## config.mk

```make
export PLATFORM = sky130hd
export DESIGN_NAME = insn_decoder
export DESIGN_NICKNAME = d
export VERILOG_FILES = /design/src/rtl/insn_decoder_pkg.sv /design/src/rtl/insn_scoreboard.sv /design/src/rtl/insn_decoder.sv
export SDC_FILE = /design/constraint.sdc
export NUM_CORES = 1
export LEC_CHECK = 0
export BUFFER_PORTS_ARGS = -buffer_cell sky130_fd_sc_hd__buf_4
export CAP_MARGIN = 30
export CORE_MARGIN = 2
export CORE_UTILIZATION = 51
export DETAILED_ROUTE_END_ITERATION = 6
export PLACE_DENSITY = 0.81
export RECOVER_POWER = 50
export SLEW_MARGIN = 5
export SYNTH_ARGS = -nofsm -noshare
export SYNTH_HDL_FRONTEND = slang
export SYNTH_SLANG_ARGS = --single-unit
```

## constraint.sdc

```tcl
create_clock -name clk -period 3.2 [get_ports clk]
set_input_delay 0.48 -clock clk [delete_from_list [all_inputs] [get_ports clk]]
set_output_delay 0.48 -clock clk [all_outputs]
set_load 0.02 [all_outputs]
```

## src/rtl/insn_decoder_pkg.sv

```systemverilog
// insn_decoder_pkg: shared instruction-format widths, field positions and opcode constants
package insn_decoder_pkg;
    localparam int LEN_INSN     = 32;
    localparam int LEN_OPCODE   = 6;
    localparam int LEN_REG_ADDR = 5;
    localparam int NUM_REGS     = 32;
    localparam int LEN_IMM      = 16;
    localparam int OPCODE_LSB   = 26;
    localparam int RD_LSB       = 21;
    localparam int RS1_LSB      = 16;
    localparam int RS2_LSB      = 11;
    localparam int IMM_LSB      = 0;
    localparam int IMM_FLAG_BIT = 5;
    localparam logic [LEN_OPCODE-1:0] OP_NOP = '0;
endpackage

```

## src/rtl/insn_scoreboard.sv

```systemverilog
// insn_scoreboard: register-busy vector with writeback clear, issue set and two bypassed read ports
module insn_scoreboard
    import insn_decoder_pkg::*;
(
    input  logic                    clk,
    input  logic                    rst,
    input  logic                    clr_en,
    input  logic [LEN_REG_ADDR-1:0] clr_addr,
    input  logic                    set_en,
    input  logic [LEN_REG_ADDR-1:0] set_addr,
    input  logic [LEN_REG_ADDR-1:0] rd_a,
    input  logic [LEN_REG_ADDR-1:0] rd_b,
    output logic                    busy_a,
    output logic                    busy_b,
    output logic [NUM_REGS-1:0]     busy
);
    logic [NUM_REGS-1:0] clr_mask, set_mask, busy_eff;
    // a writeback in this cycle already counts as complete for the lookups
    always_comb begin
        clr_mask = clr_en ? NUM_REGS'(1) << clr_addr : '0;
        set_mask = set_en ? NUM_REGS'(1) << set_addr : '0;
        busy_eff = busy & ~clr_mask;
        busy_a   = busy_eff[rd_a];
        busy_b   = busy_eff[rd_b];
    end
    // clear then set so an issuing writer wins over its own old writeback; r0 never busy
    always_ff @(posedge clk or negedge rst)
        if (!rst) busy <= '0;
        else busy <= ((busy & ~clr_mask) | set_mask) & ~NUM_REGS'(1);
endmodule

```

## src/rtl/insn_decoder.sv

```systemverilog
// insn_decoder: field split, RAW hazard hold and one-deep issue register toward execute
module insn_decoder
    import insn_decoder_pkg::*;
(
    input  logic                    clk,
    input  logic                    rst,
    input  logic                    valid_i,
    input  logic [LEN_INSN-1:0]     insn_i,
    output logic                    stall_o,
    output logic                    valid_o,
    input  logic                    stall_i,
    output logic [LEN_OPCODE-1:0]   opcode_o,
    output logic [LEN_REG_ADDR-1:0] rd_o,
    output logic [LEN_REG_ADDR-1:0] rs1_o,
    output logic [LEN_REG_ADDR-1:0] rs2_o,
    output logic [LEN_INSN-1:0]     imm_o,
    output logic                    use_imm_o,
    input  logic                    wb_valid_i,
    input  logic [LEN_REG_ADDR-1:0] wb_addr_i,
    output logic [NUM_REGS-1:0]     busy_o
);
    logic [LEN_OPCODE-1:0]   op;
    logic [LEN_REG_ADDR-1:0] rd, rs1, rs2;
    logic [LEN_INSN-1:0]     imm;
    logic nop, reads_rs1, reads_rs2, writes_rd, busy1, busy2, hazard, issue, set_en;
    // classify the incoming word and decide hazard, issue and upstream stall
    always_comb begin
        op        = insn_i[OPCODE_LSB +: LEN_OPCODE];
        rd        = insn_i[RD_LSB +: LEN_REG_ADDR];
        rs1       = insn_i[RS1_LSB +: LEN_REG_ADDR];
        rs2       = insn_i[RS2_LSB +: LEN_REG_ADDR];
        imm       = {{(LEN_INSN-LEN_IMM){insn_i[IMM_LSB+LEN_IMM-1]}}, insn_i[IMM_LSB +: LEN_IMM]};
        nop       = op == OP_NOP;
        reads_rs1 = !nop;
        reads_rs2 = !nop && !op[IMM_FLAG_BIT];
        writes_rd = !nop && rd != '0;
        hazard    = valid_i && ((reads_rs1 && busy1) || (reads_rs2 && busy2));
        issue     = !(valid_o && stall_i);
        set_en    = issue && valid_i && !hazard && writes_rd;
        stall_o   = !issue || hazard;
    end
    insn_scoreboard u_sb (
        .clk      (clk),
        .rst      (rst),
        .clr_en   (wb_valid_i),
        .clr_addr (wb_addr_i),
        .set_en   (set_en),
        .set_addr (rd),
        .rd_a     (rs1),
        .rd_b     (rs2),
        .busy_a   (busy1),
        .busy_b   (busy2),
        .busy     (busy_o)
    );
    // output register: hold under downstream stall, bubble on hazard, else latch the word
    always_ff @(posedge clk or negedge rst)
        if (!rst) begin
            valid_o   <= 1'b0;
            opcode_o  <= '0;
            rd_o      <= '0;
            rs1_o     <= '0;
            rs2_o     <= '0;
            imm_o     <= '0;
            use_imm_o <= 1'b0;
        end else if (issue) begin
            valid_o <= valid_i && !hazard;
            if (!hazard) begin
                opcode_o  <= op;
                rd_o      <= rd;
                rs1_o     <= rs1;
                rs2_o     <= rs2;
                imm_o     <= imm;
                use_imm_o <= op[IMM_FLAG_BIT];
            end
        end
endmodule

```

# Word-level counts from Yosys, hierarchy flattened
# Index checks and enable logic that the tools add are counted.
[word_totals]
regBits = 70
inputBits = 42
elab_cells = 42
out_inout_bits = 88
[op_classes]
muxes = 6
shift = 2
reduce_logical = 19
bitwise = 5
order_cmp = 2
[ops]
columns = ["operator", "count"]
rows = [
  ["32-bit two-way mux", 2],
  ["1-bit by 5-bit << shifter with 32-bit output (first input constant)", 2],
  ["32-bit bitwise AND", 1],
  ["32-bit inverter", 1],
  ["32-bit OR", 1],
  ["5-bit by 6-bit < comparator with 1-bit output (second input constant)", 2],
  ["1-bit binary-select mux with 5-bit select", 2],
  ["1-bit logical AND", 10],
  ["6-bit zero test", 1],
  ["5-bit nonzero test", 1],
  ["1-bit zero test", 4],
  ["1-bit logical OR", 2],
  ["1-bit two-way mux", 2],
  ["1-bit inverter", 2],
  ["2-bit AND reduction", 1],
]

# Logic depth before layout (Yosys ltp)
[depth]
ltp_word = 14
mapped_depth = 12
depth_no_buf = 9

# Hierarchy
# Synthesis repeated with hierarchy kept, for this count alone.
[hier_totals]
hier_cells = 339
hier_area_um2 = 3639.7
[modules_own_cells]
columns = ["module", "cells_per_inst", "seq_area_each_um2", "area_each_um2", "instances"]
rows = [
  ["insn_scoreboard", 236, 775.7, 2078.2, 1],
  ["insn_decoder", 103, 825.8, 1561.5, 1],
]

# Worst setup path before layout
# Ideal clock, no wire load.
[synth_timing]
path_type = "input-to-output"
startpoint = "input wb_addr_i[0]"
endpoint = "output stall_o"
required_time_ps = 2720
path_stages = 11
slack_ps = 278
arrival_time_ps = 2442
path_buffers = 3
path_cell_list = "buf_2 or2_2 clkbuf_1 o21ai_0 mux4_2 nor3b_1 nor4_1 o32ai_2 a21oi_2 inv_2 buf_6"
[synth_between]
elab_chain_cells = 10
elab_cells_between_ends = 13
classes_between = "shift: 1; mux: 5; bitwise: 2; reduce/logical: 5"
[synth_lines]
columns = ["element", "line_no", "text"]
rows = [
  ["start: declaration", "insn_decoder.sv:19", "input logic [LEN_REG_ADDR-1:0] wb_addr_i,"],
  ["1-bit by 5-bit << shifter with 32-bit output *", "insn_scoreboard.sv:20", "clr_mask = clr_en ? NUM_REGS'(1) << clr_addr : '0;"],
  ["32-bit two-way mux *", "insn_scoreboard.sv:20", ""],
  ["32-bit inverter *", "insn_scoreboard.sv:22", "busy_eff = busy & ~clr_mask;"],
  ["32-bit bitwise AND *", "insn_scoreboard.sv:22", ""],
  ["1-bit binary-select mux with 5-bit select (on tied branches)", "insn_scoreboard.sv:23, insn_scoreboard.sv:24", ""],
  ["1-bit two-way mux (on tied branches)", "insn_scoreboard.sv:23, insn_scoreboard.sv:24", ""],
  ["1-bit logical AND", "insn_decoder.sv:37", "hazard = valid_i && ((reads_rs1 && busy1) || (reads_rs2 && busy2));"],
  ["1-bit logical OR *", "insn_decoder.sv:37", ""],
  ["1-bit logical AND *", "insn_decoder.sv:37", ""],
  ["1-bit logical OR *", "insn_decoder.sv:40", "stall_o = !issue || hazard;"],
  ["end: declaration", "insn_decoder.sv:9", "output logic stall_o,"],
]
# Every way passes the cells marked *; elsewhere a longest branch is shown, timed or not. The select of a mux whose other input is x is not followed.

# Final worst setup path
[layout_timing]
startpoint = "input wb_addr_i[2]"
endpoint = "output stall_o"
# Same word-level chain as after synthesis.

==> metrics.md <==
| Metric | Value |
|---|---|
| Most frequent cells in the layout | `97 x buf_4, 64 x dfrtp_1, 43 x clkbuf_1` |
| Routed Antenna Nets | `0` |
| Root Buffer | `clkbuf_8` |
| Global Route Usage Sum | `27.6%` |
| CP most frequent cell | `buf_4` |
| Largest family of logic cells by synthesized area | `compound AO/OA/AOI/OAI gates` |
| Gpl congestion | `just under 1` |
| Crit-path cells | `buf_4 -> or4b_4 -> o21ai_2 -> mux2i_1 -> a221o_1 -> a31oi_2 -> o32ai_2 -> a21oi_2 -> inv_2 -> buf_4` |
| Nets | `510` |
| Endpoints failing hold | `0` |
| WHS | `0.355 ns` |
| Measured slew at the worst slew-check pin | `roughly 1.6 ns` |
| Vias | `3,552` |
| Share of layout cells above drive strength 1 | `35.5%` |
| Synth Area in Compound Gates | `a little under a fifth` |
| Maximum clock frequency | `0.319 GHz` |
| First-pass GRT wire length | `17,900 um` |
| Post-synthesis mux area share | `between 10% and 20%` |
| Final Slew Violations | `65` |
| Initial antenna violation count | `0` |
| Commonest non-fill, non-tap cell in the layout | `buf_4` |
| Area growth syn-to-layout | `27.2%` |
| Final setup fails | `0` |
| Class of the worst hold path | `in -> reg` |
| Initial core utilization | `52.5%` |
| Pin count of the biggest net entering global routing | `65` |
| CTS H-tree depth | `3` |
| Final WL | `between 10,000 and 15,000 um` |
| DRC viols | `0` |
| Routed len/inst | `19.9 um` |
| Peak VDD IR | `340 uV` |
| # rows | `31` |
| I/O pin count | `130` |
| ANT cells | `0` |
| Crit-path max cell delay | `0.58 ns` |
| Startpoint types | `input pin` |
| Congestion Overflow GR | `0` |
| Critical Path AT | `2.66 ns` |
| Chip width | `90.2 um` |
| Async SR Flop Fraction | `100%` |
| Avg Synthesized Cell Area | `10.5 sq um` |
| Tcrit/Tclk final | `98.0%` |
| Post-synth EDFFs | `0` |
| Final HPWL DP | `8280 um` |
| Via density per instance | `6.21` |
| Worst EP required | `2.72 ns` |
| Core ar. | `0.00721 sq mm` |
| Vias in the first global route | `about 3,500` |
| Crit-path slowest cell | `or4b_4` |
| Relative slew slack | `-5.99%` |
| Syn Std Cell Area | `0.00379 sq mm` |
| Top FF cell, synth | `dfrtp_1` |
| Num CTS Buffers | `9` |
| CP Capture Type | `output port` |
| Post-synthesis xor/xnor area fraction | `0.925%` |
| Synth Area in Adders | `0%` |
| Netlist cell types | `55` |
| Power per cell area | `632 mW/mm^2` |
| DR pass1 iterations | `6` |
| Run status | `finished with violations` |
| Failing checks | `capacitance limit, slew limit` |
| Buffers on Ports | `128` |
| CTS tree | `built` |
| Lkg Pwr | `between 2 and 2.5 nW` |
| Clock sink count | `64` |
| Clock period minus worst slack | `3.14 ns` |
| CTS Hold Bufs | `0` |
| Sequential area share after synthesis | `about 42%` |
| Max FO, Critical Path | `8` |
| Ys Warns | `0` |
| Final core occ | `66.8%` |
| DIE AREA | `0.00813 sq mm` |
| CTS clk-pin slew, worst paths | `0.08 ns` |
| Post-Syn Nets | `402` |
| Max Buffers Root-to-Sink | `2` |
| Clock Latency Late Sink | `approximately 0.35 ns` |
| MaxCap Viol Count | `1` |
| Mapped Cells | `360` |
| WS Path Type | `in -> out` |
| DR iter-0 viols | `522` |
| Count of state elements after synthesis | `64` |
| Chip height | `approximately 90 um` |
| Post-Synth Simple-Gate Area | `12.2%` |
| Worst-case clock skew | `roughly 0.0096 ns` |
[worst max-delay path, delay by kind of cell]
| kind | cells | cell delay, ns |
|---|---|---|
| AOI/OAI and AO/OA | 5 | 1.11 |
| and+or+nand+nor | 1 | 0.58 |
| muxes | 1 | 0.09 |
| buffers and inverters | 3 | 0.38 |
[state kept, by name, summed over array words and instances, names as in the netlist]
signal	cells
imm_o	11
opcode_o	6
rd_o	5
rs1_o	5
rs2_o	5
u_sb.busy	31
valid_o	1
[kinds of logic after synthesis]
kind of cell | count (synthesis)
simple gates | 82
buf+inv | 51
xor+xnor | 4
mux | 52
flops | 64
other cells | 1
compound gates | 106
[stage by stage]
step	cells	TNS (ns)	power (mW)	cell area, sq um	setup slack (ns)
after global placement	555	0	2.23	4700	0.0378
after global routing	572	-0.00260	3.18	4820	-0.00260
after detailed placement	555	0	2.25	4700	0.0550
final	572	0	3.05	4820	0.0648
after CTS	571	0	3.13	4950	0.0382
after floorplan	360	0	1.78	3790	0.278
[metal layers]
| metal | wire (um) | track usage (%) | share of wire (%) |
|---|---|---|---|
| met4 | 303 | 10.4 | 2.7 |
| met1 | 4360 | 35.3 | 38 |
| met2 | 5340 | 43.9 | 47 |
| met5 | 0 | 0 | 0 |
| met3 | 1360 | 9.14 | 12 |
[final cells by class]
type,instances,area (sq um)
fillers,585,2390
inverters,6,22.5
clock inverters,6,114
flip-flops and latches,64,1600
clock buffers,10,138
well taps,99,124
multi-input cells,245,1910
repair buffers,142,915
[Yosys cell counts (2+ instances only)]
master | instances | area, sq um
dfrtp_1 | 64 | 1600
o21ai_0 | 41 | 205
o31ai_1 | 28 | 210
buf_4 | 23 | 173
mux2_2 | 22 | 248
mux2_4 | 17 | 255
nand2_1 | 16 | 60.1
nor2_1 | 13 | 48.8
clkbuf_1 | 12 | 45.0
mux2i_1 | 11 | 110
nand2b_1 | 10 | 62.6
buf_2 | 8 | 40.0
nand3_1 | 8 | 40.0
nor3_1 | 6 | 30.0
inv_1 | 5 | 18.8
o311ai_0 | 5 | 43.8
nor2b_1 | 4 | 25.0
nor4_1 | 4 | 25.0
o211ai_1 | 4 | 30.0
a211oi_1 | 3 | 22.5
nand4_1 | 3 | 18.8
nand4b_1 | 3 | 26.3
nand4bb_1 | 3 | 33.8
o2111ai_1 | 3 | 26.3
xor2_1 | 3 | 26.3
a21oi_1 | 2 | 10.0
a311oi_1 | 2 | 17.5
a31oi_1 | 2 | 12.5
a32o_1 | 2 | 20.0
and2_1 | 2 | 12.5
and3_1 | 2 | 12.5
buf_6 | 2 | 22.5
mux4_2 | 2 | 45.0
nand3b_1 | 2 | 15.0
nor3b_1 | 2 | 15.0
o41ai_1 | 2 | 17.5
[final timing paths]
path                         startpoint            end  slack [ns]  depth (start not counted)
setup reg to reg           u_sb.busy[7]  u_sb.busy[19]        0.65                         10
hold / removal                  valid_i        valid_o        0.36                          2
max in group asynchronous           rst    opcode_o[4]        1.72                          1
setup / recovery           wb_addr_i[2]        stall_o        0.06                         10
min in group asynchronous           rst  u_sb.busy[19]        0.53                          1
hold reg to reg                 rd_o[2]        rd_o[2]        0.51                          1
[where the power goes]
part / switching [mW] / leakage (nW) / total, mW / internal, mW
combinational: 0.625 / 1.17 / 1.07 / 0.443
sequential: 0.144 / 0.794 / 1.10 / 0.960
clock: 0.333 / 0.119 / 0.875 / 0.541
total: 1.10 / 2.08 / 3.05 / 1.94
[what timing repair did]
item / CTS / global route
setup endpoints to repair: 0 / 1
buffers inserted: 0 / 1
gates resized for setup: 0 / 9
Power figures use the tool's default switching activity.
